File: config.mk
export PLATFORM = sky130hd
export DESIGN_NAME = issue_queue_flat
export DESIGN_NICKNAME = d
export VERILOG_FILES = /design/src/rtl/issue_queue_if.sv /design/src/rtl/issue_queue.sv /design/src/flat_wrapper.sv
export SDC_FILE = /design/constraint.sdc
export NUM_CORES = 2
export LEC_CHECK = 0
export ABC_AREA = 1
export ABC_CLOCK_PERIOD_IN_PS = 37500
export BUFFER_PORTS_ARGS = -buffer_cell sky130_fd_sc_hd__buf_2
export CAP_MARGIN = 25
export CORE_AREA = 2 2 216 324
export CTS_CLUSTER_DIAMETER = 100
export DETAILED_ROUTE_END_ITERATION = 8
export DIE_AREA = 0 0 218 326
export GPL_TIMING_DRIVEN = 0
export MAX_ROUTING_LAYER = met4
export PLACE_DENSITY = 0.78
export SYNTH_ARGS = -nofsm -noshare
export SYNTH_HDL_FRONTEND = slang
export SYNTH_SLANG_ARGS = --single-unit
export TNS_END_PERCENT = 1
File: constraint.sdc
create_clock -name clk -period 37.5 [get_ports clk]
set_clock_uncertainty 0.05 [all_clocks]
set_input_delay 7.5 -clock clk [delete_from_list [all_inputs] [get_ports clk]]
set_output_delay 7.5 -clock clk [all_outputs]
set_load 0.02 [all_outputs]
File: src/rtl/issue_queue_if.sv
// issue_queue_if
// Groups the decode-side micro-op bus, with its busy-table lookup bits, and
// the issue-side output bus of the issue queue into one bundle.
//   slave  : the issue queue's view. It receives DC_* and rs*_busy, and
//            drives IS_ready and IS_out_*.
//   master : the surrounding pipeline's view (decode / register read).
// Wakeup, FU availability, flush, hold and IS_count stay plain ports on the
// queue module.
interface issue_queue_if;
  // Decode / rename side
  logic        DC_valid;
  logic [31:0] DC_out_pc;
  logic [31:0] DC_out_inst;
  logic [31:0] DC_out_imm;
  logic [4:0]  DC_out_op;
  logic [2:0]  DC_out_f3;
  logic [6:0]  DC_out_f7;
  logic [6:0]  DC_out_P_rs1;
  logic [6:0]  DC_out_P_rs2;
  logic [6:0]  DC_out_P_rd;
  logic [2:0]  DC_out_fu_sel;
  logic [2:0]  DC_out_rob_idx;
  logic [1:0]  DC_out_LQ_tail;
  logic [1:0]  DC_out_SQ_tail;
  logic        DC_out_jump;
  logic        rs1_busy;
  logic        rs2_busy;

  // Issue side
  logic        IS_ready;
  logic        IS_out_valid;
  logic [31:0] IS_out_pc;
  logic [31:0] IS_out_inst;
  logic [31:0] IS_out_imm;
  logic [4:0]  IS_out_op;
  logic [2:0]  IS_out_f3;
  logic [6:0]  IS_out_f7;
  logic [6:0]  IS_out_P_rs1;
  logic [6:0]  IS_out_P_rs2;
  logic [6:0]  IS_out_P_rd;
  logic [2:0]  IS_out_fu_sel;
  logic [2:0]  IS_out_rob_idx;
  logic [1:0]  IS_out_LQ_tail;
  logic [1:0]  IS_out_SQ_tail;
  logic        IS_out_jump;

  modport master (
    output DC_valid, DC_out_pc, DC_out_inst, DC_out_imm, DC_out_op, DC_out_f3,
           DC_out_f7, DC_out_P_rs1, DC_out_P_rs2, DC_out_P_rd, DC_out_fu_sel,
           DC_out_rob_idx, DC_out_LQ_tail, DC_out_SQ_tail, DC_out_jump,
           rs1_busy, rs2_busy,
    input  IS_ready, IS_out_valid, IS_out_pc, IS_out_inst, IS_out_imm,
           IS_out_op, IS_out_f3, IS_out_f7, IS_out_P_rs1, IS_out_P_rs2,
           IS_out_P_rd, IS_out_fu_sel, IS_out_rob_idx, IS_out_LQ_tail,
           IS_out_SQ_tail, IS_out_jump
  );

  modport slave (
    input  DC_valid, DC_out_pc, DC_out_inst, DC_out_imm, DC_out_op, DC_out_f3,
           DC_out_f7, DC_out_P_rs1, DC_out_P_rs2, DC_out_P_rd, DC_out_fu_sel,
           DC_out_rob_idx, DC_out_LQ_tail, DC_out_SQ_tail, DC_out_jump,
           rs1_busy, rs2_busy,
    output IS_ready, IS_out_valid, IS_out_pc, IS_out_inst, IS_out_imm,
           IS_out_op, IS_out_f3, IS_out_f7, IS_out_P_rs1, IS_out_P_rs2,
           IS_out_P_rd, IS_out_fu_sel, IS_out_rob_idx, IS_out_LQ_tail,
           IS_out_SQ_tail, IS_out_jump
  );
endinterface

File: src/rtl/issue_queue.sv
// issue_queue
// Unified issue queue with in-order age. Slot 0 always holds the oldest
// entry. It accepts one renamed micro-op per cycle and tracks source
// readiness from the busy table at insert and from writeback wakeups
// afterwards. Each cycle it issues the oldest ready entry whose FU class is
// free into a registered output.
// Ports:
//   clk, rst     : clock, synchronous active-high reset
//   iq (slave)   : decode micro-op bus and busy bits in; IS_ready and
//                  registered IS_out_* bus out
//   wb_valid     : per-port wakeup valid
//   wb_preg      : woken physical register per port, port k at [7k+6:7k]
//   fu_ready     : bit n set means FU class n can accept this cycle
//   mispredict   : full flush, takes priority over stall
//   stall        : global hold. Wakeups are still applied.
//   IS_count     : number of occupied entries (registered)
module issue_queue #(
  parameter int DEPTH    = 4,
  parameter int WB_PORTS = 2
) (
  input  logic                         clk,
  input  logic                         rst,
  issue_queue_if.slave                 iq,
  input  logic [WB_PORTS-1:0]          wb_valid,
  input  logic [7*WB_PORTS-1:0]        wb_preg,
  input  logic [7:0]                   fu_ready,
  input  logic                         mispredict,
  input  logic                         stall,
  output logic [$clog2(DEPTH+1)-1:0]   IS_count
);

  localparam int CW = $clog2(DEPTH+1);
  localparam int IW = (DEPTH > 1) ? $clog2(DEPTH) : 1;

  typedef struct packed {
    logic [31:0] pc;
    logic [31:0] inst;
    logic [31:0] imm;
    logic [4:0]  op;
    logic [2:0]  f3;
    logic [6:0]  f7;
    logic [6:0]  prs1;
    logic [6:0]  prs2;
    logic [6:0]  prd;
    logic [2:0]  fu_sel;
    logic [2:0]  rob_idx;
    logic [1:0]  lq_tail;
    logic [1:0]  sq_tail;
    logic        jump;
    logic        rdy1;
    logic        rdy2;
  } entry_t;

  entry_t             slot_q   [DEPTH];
  entry_t             slot_d   [DEPTH];
  entry_t             woken    [DEPTH];
  logic [DEPTH-1:0]   valid_q;
  logic [DEPTH-1:0]   valid_d;
  logic [CW-1:0]      count_q;
  logic [CW-1:0]      count_d;
  logic [CW-1:0]      ins_pos;
  entry_t             new_entry;
  entry_t             out_q;
  logic               out_valid_q;
  logic               is_ready;
  logic               sel_found;
  logic [IW-1:0]      sel_idx;
  logic               do_issue;
  logic               do_insert;

  // Returns true when any valid writeback port broadcasts the given
  // physical register.
  function automatic logic wb_hit(input logic [6:0] preg,
                                  input logic [WB_PORTS-1:0] wv,
                                  input logic [7*WB_PORTS-1:0] wp);
    logic hit;
    hit = 1'b0;
    for (int k = 0; k < WB_PORTS; k++) begin
      if (wv[k] && (wp[7*k +: 7] == preg)) hit = 1'b1;
    end
    return hit;
  endfunction

  // IS_ready uses only the registered count and the flush/hold inputs, so a
  // full queue stays closed even in a cycle where an entry issues.
  assign is_ready    = (count_q < CW'(DEPTH)) && !mispredict && !stall;
  assign iq.IS_ready = is_ready;
  assign IS_count    = count_q;

  // Select the oldest entry that is ready and whose FU is free. Only
  // registered readiness is used, so same-cycle wakeups and fresh inserts
  // wait a cycle.
  always_comb begin
    sel_found = 1'b0;
    sel_idx   = '0;
    for (int i = 0; i < DEPTH; i++) begin
      if (!sel_found && valid_q[i] && slot_q[i].rdy1 && slot_q[i].rdy2 &&
          fu_ready[slot_q[i].fu_sel]) begin
        sel_found = 1'b1;
        sel_idx   = IW'(i);
      end
    end
  end

  assign do_issue  = sel_found && !mispredict && !stall;
  assign do_insert = iq.DC_valid && is_ready;
  assign ins_pos   = count_q - CW'(do_issue);

  // Build the incoming entry. Preg 0 and a same-cycle writeback both count
  // as ready, so an operand produced this cycle is not missed.
  always_comb begin
    new_entry         = '0;
    new_entry.pc      = iq.DC_out_pc;
    new_entry.inst    = iq.DC_out_inst;
    new_entry.imm     = iq.DC_out_imm;
    new_entry.op      = iq.DC_out_op;
    new_entry.f3      = iq.DC_out_f3;
    new_entry.f7      = iq.DC_out_f7;
    new_entry.prs1    = iq.DC_out_P_rs1;
    new_entry.prs2    = iq.DC_out_P_rs2;
    new_entry.prd     = iq.DC_out_P_rd;
    new_entry.fu_sel  = iq.DC_out_fu_sel;
    new_entry.rob_idx = iq.DC_out_rob_idx;
    new_entry.lq_tail = iq.DC_out_LQ_tail;
    new_entry.sq_tail = iq.DC_out_SQ_tail;
    new_entry.jump    = iq.DC_out_jump;
    new_entry.rdy1    = !iq.rs1_busy || (iq.DC_out_P_rs1 == 7'd0) ||
                        wb_hit(iq.DC_out_P_rs1, wb_valid, wb_preg);
    new_entry.rdy2    = !iq.rs2_busy || (iq.DC_out_P_rs2 == 7'd0) ||
                        wb_hit(iq.DC_out_P_rs2, wb_valid, wb_preg);
  end

  // Apply this cycle's wakeups to every stored entry. This also happens
  // during stall.
  always_comb begin
    for (int i = 0; i < DEPTH; i++) begin
      woken[i] = slot_q[i];
      if (wb_hit(slot_q[i].prs1, wb_valid, wb_preg)) woken[i].rdy1 = 1'b1;
      if (wb_hit(slot_q[i].prs2, wb_valid, wb_preg)) woken[i].rdy2 = 1'b1;
    end
  end

  // Compute the next array state. On issue, slots above the selected one
  // move down by one. The new micro-op then goes into the first free slot
  // after that move. A mispredict overrides everything by dropping all
  // valids.
  always_comb begin
    for (int i = 0; i < DEPTH; i++) begin
      slot_d[i]  = woken[i];
      valid_d[i] = valid_q[i];
    end
    for (int i = 0; i < DEPTH - 1; i++) begin
      if (do_issue && (IW'(i) >= sel_idx)) begin
        slot_d[i]  = woken[i+1];
        valid_d[i] = valid_q[i+1];
      end
    end
    if (do_issue) valid_d[DEPTH-1] = 1'b0;
    for (int i = 0; i < DEPTH; i++) begin
      if (do_insert && (CW'(i) == ins_pos)) begin
        slot_d[i]  = new_entry;
        valid_d[i] = 1'b1;
      end
    end
    if (mispredict) valid_d = '0;

    count_d = count_q + CW'(do_insert) - CW'(do_issue);
    if (mispredict) count_d = '0;
  end

  // Queue storage and occupancy registers. Reset behaves like a flush.
  always_ff @(posedge clk) begin
    if (rst) begin
      valid_q <= '0;
      count_q <= '0;
    end else begin
      valid_q <= valid_d;
      count_q <= count_d;
      for (int i = 0; i < DEPTH; i++) slot_q[i] <= slot_d[i];
    end
  end

  // Issue output register. The data holds when nothing issues, and is
  // cleared only by reset.
  always_ff @(posedge clk) begin
    if (rst) begin
      out_valid_q <= 1'b0;
      out_q       <= '0;
    end else begin
      out_valid_q <= do_issue;
      if (do_issue) out_q <= slot_q[sel_idx];
    end
  end

  assign iq.IS_out_valid   = out_valid_q;
  assign iq.IS_out_pc      = out_q.pc;
  assign iq.IS_out_inst    = out_q.inst;
  assign iq.IS_out_imm     = out_q.imm;
  assign iq.IS_out_op      = out_q.op;
  assign iq.IS_out_f3      = out_q.f3;
  assign iq.IS_out_f7      = out_q.f7;
  assign iq.IS_out_P_rs1   = out_q.prs1;
  assign iq.IS_out_P_rs2   = out_q.prs2;
  assign iq.IS_out_P_rd    = out_q.prd;
  assign iq.IS_out_fu_sel  = out_q.fu_sel;
  assign iq.IS_out_rob_idx = out_q.rob_idx;
  assign iq.IS_out_LQ_tail = out_q.lq_tail;
  assign iq.IS_out_SQ_tail = out_q.sq_tail;
  assign iq.IS_out_jump    = out_q.jump;

endmodule

File: src/flat_wrapper.sv
// flat-port wrapper written by rule: the top's interface ports become plain ports
module issue_queue_flat 
#(
  parameter int DEPTH    = 4,
  parameter int WB_PORTS = 2
)
  (clk, rst, wb_valid, wb_preg, fu_ready, mispredict, stall, IS_count, iq_DC_valid, iq_DC_out_pc, iq_DC_out_inst, iq_DC_out_imm, iq_DC_out_op, iq_DC_out_f3, iq_DC_out_f7, iq_DC_out_P_rs1, iq_DC_out_P_rs2, iq_DC_out_P_rd, iq_DC_out_fu_sel, iq_DC_out_rob_idx, iq_DC_out_LQ_tail, iq_DC_out_SQ_tail, iq_DC_out_jump, iq_rs1_busy, iq_rs2_busy, iq_IS_ready, iq_IS_out_valid, iq_IS_out_pc, iq_IS_out_inst, iq_IS_out_imm, iq_IS_out_op, iq_IS_out_f3, iq_IS_out_f7, iq_IS_out_P_rs1, iq_IS_out_P_rs2, iq_IS_out_P_rd, iq_IS_out_fu_sel, iq_IS_out_rob_idx, iq_IS_out_LQ_tail, iq_IS_out_SQ_tail, iq_IS_out_jump);
  issue_queue_if iq_i ();
  input  logic clk;
  input  logic rst;
  input  logic [WB_PORTS-1:0] wb_valid;
  input  logic [7*WB_PORTS-1:0] wb_preg;
  input  logic [7:0] fu_ready;
  input  logic mispredict;
  input  logic stall;
  output logic [$clog2(DEPTH+1)-1:0] IS_count;
  input wire logic [$bits(iq_i.DC_valid)-1:0] iq_DC_valid;
  input wire logic [$bits(iq_i.DC_out_pc)-1:0] iq_DC_out_pc;
  input wire logic [$bits(iq_i.DC_out_inst)-1:0] iq_DC_out_inst;
  input wire logic [$bits(iq_i.DC_out_imm)-1:0] iq_DC_out_imm;
  input wire logic [$bits(iq_i.DC_out_op)-1:0] iq_DC_out_op;
  input wire logic [$bits(iq_i.DC_out_f3)-1:0] iq_DC_out_f3;
  input wire logic [$bits(iq_i.DC_out_f7)-1:0] iq_DC_out_f7;
  input wire logic [$bits(iq_i.DC_out_P_rs1)-1:0] iq_DC_out_P_rs1;
  input wire logic [$bits(iq_i.DC_out_P_rs2)-1:0] iq_DC_out_P_rs2;
  input wire logic [$bits(iq_i.DC_out_P_rd)-1:0] iq_DC_out_P_rd;
  input wire logic [$bits(iq_i.DC_out_fu_sel)-1:0] iq_DC_out_fu_sel;
  input wire logic [$bits(iq_i.DC_out_rob_idx)-1:0] iq_DC_out_rob_idx;
  input wire logic [$bits(iq_i.DC_out_LQ_tail)-1:0] iq_DC_out_LQ_tail;
  input wire logic [$bits(iq_i.DC_out_SQ_tail)-1:0] iq_DC_out_SQ_tail;
  input wire logic [$bits(iq_i.DC_out_jump)-1:0] iq_DC_out_jump;
  input wire logic [$bits(iq_i.rs1_busy)-1:0] iq_rs1_busy;
  input wire logic [$bits(iq_i.rs2_busy)-1:0] iq_rs2_busy;
  output wire logic [$bits(iq_i.IS_ready)-1:0] iq_IS_ready;
  output wire logic [$bits(iq_i.IS_out_valid)-1:0] iq_IS_out_valid;
  output wire logic [$bits(iq_i.IS_out_pc)-1:0] iq_IS_out_pc;
  output wire logic [$bits(iq_i.IS_out_inst)-1:0] iq_IS_out_inst;
  output wire logic [$bits(iq_i.IS_out_imm)-1:0] iq_IS_out_imm;
  output wire logic [$bits(iq_i.IS_out_op)-1:0] iq_IS_out_op;
  output wire logic [$bits(iq_i.IS_out_f3)-1:0] iq_IS_out_f3;
  output wire logic [$bits(iq_i.IS_out_f7)-1:0] iq_IS_out_f7;
  output wire logic [$bits(iq_i.IS_out_P_rs1)-1:0] iq_IS_out_P_rs1;
  output wire logic [$bits(iq_i.IS_out_P_rs2)-1:0] iq_IS_out_P_rs2;
  output wire logic [$bits(iq_i.IS_out_P_rd)-1:0] iq_IS_out_P_rd;
  output wire logic [$bits(iq_i.IS_out_fu_sel)-1:0] iq_IS_out_fu_sel;
  output wire logic [$bits(iq_i.IS_out_rob_idx)-1:0] iq_IS_out_rob_idx;
  output wire logic [$bits(iq_i.IS_out_LQ_tail)-1:0] iq_IS_out_LQ_tail;
  output wire logic [$bits(iq_i.IS_out_SQ_tail)-1:0] iq_IS_out_SQ_tail;
  output wire logic [$bits(iq_i.IS_out_jump)-1:0] iq_IS_out_jump;
  assign iq_i.DC_valid = iq_DC_valid;
  assign iq_i.DC_out_pc = iq_DC_out_pc;
  assign iq_i.DC_out_inst = iq_DC_out_inst;
  assign iq_i.DC_out_imm = iq_DC_out_imm;
  assign iq_i.DC_out_op = iq_DC_out_op;
  assign iq_i.DC_out_f3 = iq_DC_out_f3;
  assign iq_i.DC_out_f7 = iq_DC_out_f7;
  assign iq_i.DC_out_P_rs1 = iq_DC_out_P_rs1;
  assign iq_i.DC_out_P_rs2 = iq_DC_out_P_rs2;
  assign iq_i.DC_out_P_rd = iq_DC_out_P_rd;
  assign iq_i.DC_out_fu_sel = iq_DC_out_fu_sel;
  assign iq_i.DC_out_rob_idx = iq_DC_out_rob_idx;
  assign iq_i.DC_out_LQ_tail = iq_DC_out_LQ_tail;
  assign iq_i.DC_out_SQ_tail = iq_DC_out_SQ_tail;
  assign iq_i.DC_out_jump = iq_DC_out_jump;
  assign iq_i.rs1_busy = iq_rs1_busy;
  assign iq_i.rs2_busy = iq_rs2_busy;
  assign iq_IS_ready = iq_i.IS_ready;
  assign iq_IS_out_valid = iq_i.IS_out_valid;
  assign iq_IS_out_pc = iq_i.IS_out_pc;
  assign iq_IS_out_inst = iq_i.IS_out_inst;
  assign iq_IS_out_imm = iq_i.IS_out_imm;
  assign iq_IS_out_op = iq_i.IS_out_op;
  assign iq_IS_out_f3 = iq_i.IS_out_f3;
  assign iq_IS_out_f7 = iq_i.IS_out_f7;
  assign iq_IS_out_P_rs1 = iq_i.IS_out_P_rs1;
  assign iq_IS_out_P_rs2 = iq_i.IS_out_P_rs2;
  assign iq_IS_out_P_rd = iq_i.IS_out_P_rd;
  assign iq_IS_out_fu_sel = iq_i.IS_out_fu_sel;
  assign iq_IS_out_rob_idx = iq_i.IS_out_rob_idx;
  assign iq_IS_out_LQ_tail = iq_i.IS_out_LQ_tail;
  assign iq_IS_out_SQ_tail = iq_i.IS_out_SQ_tail;
  assign iq_IS_out_jump = iq_i.IS_out_jump;
  issue_queue #(.DEPTH(DEPTH), .WB_PORTS(WB_PORTS)) u_core (.clk(clk), .rst(rst), .iq(iq_i), .wb_valid(wb_valid), .wb_preg(wb_preg), .fu_ready(fu_ready), .mispredict(mispredict), .stall(stall), .IS_count(IS_count));
endmodule
==> qor.yml <==
place:
  place_inst: 6002
  port_buffers: 312
  dp_hpwl_um: 95600
  gp_congestion: 1.02
  pre_cts_slack_ns: 21.95
global_route:
  grt_max_degree: 33
  grt_usage_pct: 37.9
  antenna_found_initial: 10
  grt_first_pass_wirelength_um: 198000
  first_global_vias: 34079
  grt.overflow.total: 0
min_path:
  min_path_cells: 2
  hold_class: "flip-flop to flip-flop"
route:
  avgViaCountPerCell: 5.78
  vias: 35552
  wl_um: 133000
  drcViolationCount: 0
  ant_nets: 0
  drt_iter0_drc: 4501
  wl_per_cell_um: 21.7
  detail_route.first_pass.iterations: 9
floorplanning:
  die_area_sq_mm: 0.0711
  die_h_um: 326
  start_util_pct: 56.3
  fp-row-count: 118
  dieWidth_um: 218
  num_io_pins: 322
  core-area_sq_mm: 0.0685
sta:
  period_needed_ns: 15.55
  relSlewSlack_pct: 17.8
  layout_worst_path_cycle_share_pct: 41.5
  tns_ns: 0
  setup_viol: 0
  hold_viol_final: 0
  timing.fmax_mhz: 64.3
  worst_hold_slack_ns: 0.438
  rsz0062_at_grt: "no"
  worst_slack_ns: 21.95
  final_max_slew_viol_count: 0
  worst_pin_slew_ns: 1.23
run:
  cap_violations: 0
synth:
  synth_edf_count: 580
  synth-compound-area-share_pct: 9.46
  ys_seq_area_share_pct: 53.0
  synthSimpleGateAreaFrac_pct: 23.0
  synthXorXnorAreaFrac_pct: 0.522
  ys_seq_elements: 731
  synth_nets: 4941
  synth_top_family_by_area: "simple AND/OR/NAND/NOR gates"
  synthAdderAreaFrac_pct: 0.182
  avgSynthCellArea_sq_um: 8.10
  ys_types: 43
  synthFlopType: "edfxtp_1"
  synthArstFlopShare_pct: 0
  synthTopCellsByArea: "edfxtp_1 45%, nand3_1 14%, inv_1 9.8%"
  yosys.area.top_type_share_pct: 45.1
  syn_area_sq_mm: 0.0386
  yosys.area.top_type: "edfxtp_1"
  syn_inst: 4762
  yosysMostFrequentCell: "nand3_1"
  synth_commonest_cells: "1094 x nand3_1, 1004 x inv_1, 785 x nand2_1"
  synth_mux_area_share_pct: 0
  yosys_warnings: 0
layout:
  final_layout_size_suffix_gt1_share_pct: 12.4
  area_growth_pct: 14.8
  nets: 5356
  final_cells: 6148
clocking:
  clk_pin_slew_ns: 0.06
  cts-buffers-inserted: 73
  post_cts_buffers: 0
  cts.repair.resized: 0
  clk_latency_ns: 0.66
  clkSinkCount: 731
  ctsRootBufferMaster: "clkbuf_16"
  tritoncts: "done"
  cts_hold_buffers: 0
  clock_path_buffers: 3
  htree_levels: 3
critical_path:
  endpoint_kind: "output port"
  rr_worst_depth: 25
  criticalPathCategory: "primary input to output port"
  worst-path-stages: 3
  arrival_ns: 8.00
  startpoint_type: "primary input"
  timing.critical_path.cells: "buf_2, nor3_2, buf_2"
  ff2ff_setup_slack_ns: 31.22
  crit_top_cell: "buf_2"
  cpPeakStageDelay_ns: 0.19
  worstPathRequired_ns: 29.95
  crit_path_top_delay_cell: "nor3_2"
  worst-path-max-fanout: 3
  crit_family: "buffers and inverters"
  path_buf_inv: 2
pwr:
  p_total_w: 0.00168
  power_density_mw_per_mm2: 38.0
  p_leak_nw: 21.8
  ir_worst_vdd_v: 0.0000381
status:
  outcome: "completed"
-- metrics by stage --
step           util, %  cell area, sq um
6_report          64.7             44300
2_1_floorplan        -             38600
3_3_place_gp      60.3             41300
5_1_grt           64.7             44300
3_5_place_dp      61.2             41900
4_1_cts           64.6             44300
-- flip-flops by register name (all words and copies together), names as in the netlist --
name / cells
u_core.iq.IS_out_valid: 1
u_core.iq.IS_out_LQ_tail: 2
u_core.IS_count: 3
u_core.iq.IS_out_P_rs1: 7
u_core.iq.IS_out_fu_sel: 3
u_core.iq.IS_out_f7: 7
u_core.iq.IS_out_rob_idx: 3
u_core.slot_q: 580
u_core.iq.IS_out_jump: 1
u_core.iq.IS_out_pc: 32
u_core.iq.IS_out_op: 5
u_core.iq.IS_out_imm: 32
u_core.iq.IS_out_SQ_tail: 2
u_core.iq.IS_out_inst: 32
u_core.iq.IS_out_f3: 3
u_core.iq.IS_out_P_rs2: 7
u_core.iq.IS_out_P_rd: 7
u_core.valid_q: 4
-- final timing paths --
path,from,to
max,mispredict,iq_IS_ready
min,u_core.valid_q[1],u_core.valid_q[1]
max reg2reg,u_core.slot_q[3][10],u_core.slot_q[2][56]
min reg2reg,u_core.valid_q[1],u_core.valid_q[1]
-- per-layer routing --
layer,vias up,GRT usage [%],wire length [um]
li1,16466,-,-
met1,16454,45.1,48100
met2,2158,60.7,63600
met3,474,5.71,12800
met4,0,22.8,8670
met5,-,-,0
-- report_power, final --
group / internal, W / switching, W / leakage (nW)
registers: 0.000873 / 0.00000199 / 6.39
logic: 0.0000193 / 0.0000496 / 14.2
clock network: 0.000408 / 0.000332 / 1.18
-- layout by cell type, fill, tap and decap left out, types with 3 or more instances in the layout --
cell,netlist,routed
a211oi_1,7,7
a21oi_1,20,18
a21oi_4,1,3
a221oi_1,3,3
buf_1,13,13
buf_12,0,17
buf_16,0,8
buf_2,139,451
buf_4,20,20
buf_6,5,5
buf_8,0,3
clkbuf_1,157,175
clkbuf_16,0,75
clkbuf_8,0,15
clkinv_1,3,6
clkinv_2,0,17
dfxtp_1,151,151
diode_2,0,10
edfxtp_1,580,580
ha_1,4,4
inv_1,1004,1004
inv_2,10,10
inv_6,0,4
nand2_1,785,785
nand2_2,5,5
nand3_1,1094,1094
nand4_1,12,12
nor2_1,29,27
nor3_1,18,18
nor4_1,8,8
o2111ai_1,18,18
o211ai_1,4,4
o21ai_0,483,483
o21ai_1,109,109
o22ai_1,34,34
o31ai_1,8,8
xnor2_1,3,3
xor2_1,20,20
-- area by class of cell --
cell class	count	area (sq um)
repair buffers	340	2170
multi-input cells	2679	12800
clock inverters	28	206
fillers	5924	24200
well taps	900	1130
clock buffers	108	2150
flip-flops and latches	731	20400
inverters	1018	3820
diodes	10	25.0
plain buffers	334	1540
-- tightest hold or removal path, stage by stage (launching register included) --
cell     delay [ns]
dfxtp_1        0.32
nand2_1        0.06
a21oi_1        0.05
-- cell families after synthesis --
group                    after synthesis
AND/OR/NAND/NOR                     1960
adder cells (fa/ha/maj)                5
buffers and inverters               1352
flip-flops                           731
AO/OA/AOI/OAI                        691
XOR/XNOR                              23
No activity file was read; power rests on OpenSTA's default activity.
